--- src/rtl/mult_ctrl.sv ---
// mult_ctrl: sequencing controller for the shift-add multiplier.
// Drives the accumulator's Load/Sh/Ad commands from the current multiplier
// bit, counts completed shifts and reports completion with a level
// start/done handshake.
module mult_ctrl #(
   parameter int unsigned N  = 16,
   parameter int unsigned CW = 5
) (
   input  logic          Clk,
   input  logic          Rst,
   input  logic          St,
   input  logic          M,
   output logic          Load,
   output logic          Sh,
   output logic          Ad,
   output logic          Busy,
   output logic          Done,
   output logic [CW-1:0] Cnt
);

   typedef enum logic [1:0] {
      IDLE,
      ADD_CHK,
      SHIFT,
      DONE
   } state_t;

   // Shift count value that marks the final iteration
   localparam logic [CW-1:0] LAST = CW'(N - 1);

   state_t state;

   logic last_shift;
   assign last_shift = (Cnt == LAST);

   // State and shift counter; reset returns to IDLE with a cleared count
   always_ff @(posedge Clk or posedge Rst) begin
      if (Rst) begin
         state <= IDLE;
         Cnt   <= '0;
      end else begin
         unique case (state)
            IDLE: begin
               if (St) begin
                  Cnt   <= '0;
                  state <= ADD_CHK;
               end
            end
            ADD_CHK: begin
               if (M) begin
                  state <= SHIFT;
               end else begin
                  Cnt   <= Cnt + CW'(1);
                  state <= last_shift ? DONE : ADD_CHK;
               end
            end
            SHIFT: begin
               Cnt   <= Cnt + CW'(1);
               state <= last_shift ? DONE : ADD_CHK;
            end
            DONE: begin
               if (!St) begin
                  state <= IDLE;
               end
            end
            default: begin
               state <= IDLE;
            end
         endcase
      end
   end

   // Mealy command decode; everything is forced low while reset is held so
   // that a start request during reset cannot leak out as a Load
   always_comb begin
      Load = 1'b0;
      Sh   = 1'b0;
      Ad   = 1'b0;
      Busy = 1'b0;
      Done = 1'b0;
      if (!Rst) begin
         unique case (state)
            IDLE: begin
               Load = St;
               Busy = St;
            end
            ADD_CHK: begin
               Busy = 1'b1;
               if (M) begin
                  Ad = 1'b1;
               end else begin
                  Sh = 1'b1;
               end
            end
            SHIFT: begin
               Busy = 1'b1;
               Sh   = 1'b1;
            end
            DONE: begin
               Done = 1'b1;
            end
            default: begin
               Busy = 1'b0;
            end
         endcase
      end
   end

endmodule

--- config.mk ---
export PLATFORM = sky130hd
export DESIGN_NAME = mult_ctrl
export DESIGN_NICKNAME = d
export VERILOG_FILES = /design/src/rtl/mult_ctrl.sv
export SDC_FILE = /design/constraint.sdc
export NUM_CORES = 1
export LEC_CHECK = 0
export ABC_CLOCK_PERIOD_IN_PS = 2700
export CORE_AREA = 5 5 43 45
export CTS_BUF_LIST = sky130_fd_sc_hd__clkbuf_4 sky130_fd_sc_hd__clkbuf_8
export DETAILED_ROUTE_END_ITERATION = 8
export DIE_AREA = 0 0 48 50
export GPL_ROUTABILITY_DRIVEN = 0
export PLACE_DENSITY = 0.65
export SLEW_MARGIN = 0
export SYNTH_ARGS = -nofsm -noshare
export SYNTH_HDL_FRONTEND = slang
export SYNTH_SLANG_ARGS = --single-unit
export TNS_END_PERCENT = 20
--- constraint.sdc ---
create_clock -name Clk -period 2.7 [get_ports Clk]
set_input_delay 0.54 -clock Clk [delete_from_list [all_inputs] [get_ports Clk]]
set_output_delay 0.54 -clock Clk [all_outputs]
set_load 0.01 [all_outputs]
==> results.yml <==
clock_tree:
  clkTransAtPathRegs_ns: 0.05
  cts.repair_timing.setup_buffer_count: 0
  cts.repair.resized: 0
  max-clock-path-buffers: 2
  clock_insertion_delay_worst_skew_ns: 0.24
  cts_tree: "built"
  postCtsHoldBufs: 0
  cts_num_sinks: 7
  cts.htree.levels: 1
  root_buffer: "sky130_fd_sc_hd__clkbuf_4"
  cts_inserted_buffers: 3
timing:
  fin_crit_sh_pct: 95.8
  hold_viol_final: 0
  finalClockSkew_ns: 0.00293
  worst_slew_margin_rel_pct: 72.2
  report.final.slew_viol_count: 0
  min_clock_period_post_route_ns: 2.59
  report.final.setup_viol: 0
  upper_clock_frequency_limit_ghz: 0.387
  final.setup.tns_ns: 0
  grt_setup_unrepaired: "false"
  fin_hold_ws_ns: 0.532
  worstMarginPinSlew_ns: 0.417
drt:
  drt-vias-per-instance: 4.88
  drc_errors: 0
  totalWireLength_microns: 1100
  detailroute.via_count: 439
  drtPass1Iterations: 4
  wire_per_inst_microns: 12.2
  drt_iter0_drc: 20
  route.antenna.remaining_nets: 0
worst_hold_path:
  hold_path_class: "reg2reg"
  worst_hold_startpoint: "Cnt[0]"
  timing.hold.worst_path_depth: 1
  whs_endpoint: "Cnt[0]"
floorplanning:
  fp-row-count: 14
  floorplan.die.width_microns: 48
  pin_count: 14
  die_footprint_sq_um: 2400
  core_area_sq_um: 1440
  die_height_microns: 50
  start_util_pct: 37.0
setup_path:
  r2r_slack_ns: 0.94
  endpoint_kind: "primary output"
  critical_path.max_fanout: 8
  worst_ep_arrival_time_ns: 2.05
  r2r-end: "Cnt[4]"
  critical_path.cell_chain: "inv_1 > ha_2 > inv_1 > a211oi_1 > clkdlybuf4s50_1"
  cpMaxStageDelayCell: "sky130_fd_sc_hd__clkdlybuf4s50_1"
  setup.worst_path.start_class: "register"
  cp_slowest_stage_delay_ns: 0.58
  worst-endpoint-required_ns: 2.16
  worst_r2r_startpoint: "state[0]"
  cp_common_cell: "sky130_fd_sc_hd__inv_1"
  cp.buffers_inverters: 3
  path_delay_family: "buffers and inverters"
  reg2regPathDepth: 5
  crit_path_class: "reg2out"
synth:
  synthCells: 57
  ys_ff_latch: 7
  sequential_area_share_after_synthesis_pct: 32.9
  mappedNetlistNets: 69
  synthesis.area_sq_um: 532
  syn-mean-instance-area_sq_um: 9.33
  synth.yosys.warnings: 0
  synth_cell_types: 24
pwr:
  ir_worst_vdd_mv: 0.450
  leakage_nw: 0.337
  pwr_density_cell_nw_per_um2: 1060
cells_and_area:
  antenna_cells: 0
  finalNetCount: 87
  post_route_cells_drive_above_1_share_pct: 10.8
  synthToLayoutAreaGrowth_pct: 34.4
grt:
  antenna_found_initial: 0
  grt_overflow_total: 0
  globalRouteTotalUtil_pct: 11.4
  maximum_number_of_pins_on_one_net_before_global_route_repair: 9
  grt_pass1_wl_microns: 1930
  via_count_of_the_first_global_routing_pass: 438
placement:
  place.port_buffers: 13
  dp.final_hpwl_microns: 871
outcome:
  outcome: "complete, no violations"
job:
  drv_cap: 0
==> worst register-to-register path: cells and delay by family (launching register included) <==
kind	cells	cell delay, ns
DFF	1	0.41
AOI/OAI and AO/OA	1	0.37
adders and majority gates	1	0.42
muxes	2	0.38
buffers and inverters	1	0.11
==> cells by family after synthesis <==
family | share of synthesized area (%)
AO/OA/AOI/OAI | 15.1
AND/OR/NAND/NOR | 14.6
adder cells (fa/ha/maj) | 18.8
flip-flops | 32.9
buffers and inverters | 6.35
multiplexers | 12.2
==> cells in the mapped netlist <==
library cell | instances | area share, %
sky130_fd_sc_hd__mux2i_1 | 4 | 7.5
sky130_fd_sc_hd__and3_1 | 1 | 1.2
sky130_fd_sc_hd__nor3_1 | 1 | 0.94
sky130_fd_sc_hd__nand2_1 | 5 | 3.5
sky130_fd_sc_hd__nand3b_1 | 1 | 1.4
sky130_fd_sc_hd__or2b_1 | 1 | 1.4
sky130_fd_sc_hd__nor2b_1 | 1 | 1.2
sky130_fd_sc_hd__a21oi_1 | 3 | 2.8
sky130_fd_sc_hd__a31oi_1 | 1 | 1.2
sky130_fd_sc_hd__a2111oi_2 | 1 | 2.8
sky130_fd_sc_hd__mux2i_2 | 1 | 2.6
sky130_fd_sc_hd__inv_1 | 9 | 6.4
sky130_fd_sc_hd__ha_1 | 8 | 19
sky130_fd_sc_hd__a221oi_1 | 1 | 1.6
sky130_fd_sc_hd__o22ai_1 | 1 | 1.2
sky130_fd_sc_hd__dfrtp_1 | 7 | 33
sky130_fd_sc_hd__nor2_1 | 4 | 2.8
sky130_fd_sc_hd__nand3_1 | 1 | 0.94
sky130_fd_sc_hd__a21o_1 | 1 | 1.4
sky130_fd_sc_hd__mux2_2 | 1 | 2.1
sky130_fd_sc_hd__a211oi_1 | 1 | 1.4
sky130_fd_sc_hd__nand2b_1 | 1 | 1.2
sky130_fd_sc_hd__o21ai_0 | 1 | 0.94
sky130_fd_sc_hd__a211o_1 | 1 | 1.6
==> final cells by class <==
class,count,area (sq um)
clock buffer,4,30.0
fill,138,722
inverter,9,33.8
multi-input combinational,41,325
sequential,7,175
tap,16,20.0
timing repair buffer,13,130
==> state kept, by name, summed over array words and instances (netlist names) <==
register and cells:
Cnt 5, state 2
==> worst max-delay path by stage <==
stage	start	cells past startpoint	slack [ns]	to
floorplan	state[0]	4	0.89	Busy
global placement	St	4	0.22	Busy
detailed placement	St	4	0.18	Busy
CTS	state[0]	5	0.03	Busy
global route	state[1]	5	0.003	Busy
finish	state[0]	5	0.11	Busy
==> report_power, final <==
group          internal [W]  switching (W)  leakage [nW]
registers          0.000147      0.0000476        0.0899
clock network     0.0000661      0.0000339        0.0184
logic              0.000227       0.000235         0.229
==> routing by layer <==
metal / global-route usage, % / vias up / wire, microns
met5: 0 / - / 0
met4: 6.73 / 0 / 21
met3: 2.18 / 4 / 36
met2: 15.9 / 7 / 524
met1: 15.8 / 200 / 517
li1: - / 228 / -
==> placed cells by master, fill, tap and decap left out <==
master,Yosys,final
sky130_fd_sc_hd__o22ai_1,1,1
sky130_fd_sc_hd__nor2b_1,1,1
sky130_fd_sc_hd__a211o_1,1,1
sky130_fd_sc_hd__clkdlybuf4s50_1,0,13
sky130_fd_sc_hd__inv_1,9,9
sky130_fd_sc_hd__nor3_1,1,1
sky130_fd_sc_hd__a2111oi_2,1,1
sky130_fd_sc_hd__a21oi_1,3,3
sky130_fd_sc_hd__dfrtp_1,7,7
sky130_fd_sc_hd__nand2b_1,1,1
sky130_fd_sc_hd__a221oi_1,1,1
sky130_fd_sc_hd__ha_1,8,7
sky130_fd_sc_hd__a211oi_1,1,1
sky130_fd_sc_hd__nand3_1,1,1
sky130_fd_sc_hd__or2b_1,1,1
sky130_fd_sc_hd__o21ai_0,1,1
sky130_fd_sc_hd__a31oi_1,1,1
sky130_fd_sc_hd__and3_1,1,1
sky130_fd_sc_hd__nand2_1,5,5
sky130_fd_sc_hd__a21o_1,1,1
sky130_fd_sc_hd__ha_2,0,1
sky130_fd_sc_hd__clkbuf_4,0,4
sky130_fd_sc_hd__nor2_1,4,4
sky130_fd_sc_hd__mux2_2,1,1
sky130_fd_sc_hd__mux2i_2,1,1
sky130_fd_sc_hd__nand3b_1,1,1
sky130_fd_sc_hd__mux2i_1,4,4
==> through the flow <==
stage | cells | setup slack [ns] | total power [W] | cell area, sq um | utilization [%]
3_3_place_gp | 86 | 0.221 | 0.000644 | 682 | 47.5
2_1_floorplan | 57 | 0.891 | 0.000487 | 532 | -
6_report | 90 | 0.114 | 0.000756 | 714 | 49.7
5_1_grt | 90 | 0.00270 | 0.000830 | 714 | 49.7
3_5_place_dp | 86 | 0.178 | 0.000650 | 682 | 47.5
4_1_cts | 90 | 0.0321 | 0.000759 | 712 | 49.6
Power figures use the tool's default switching activity.
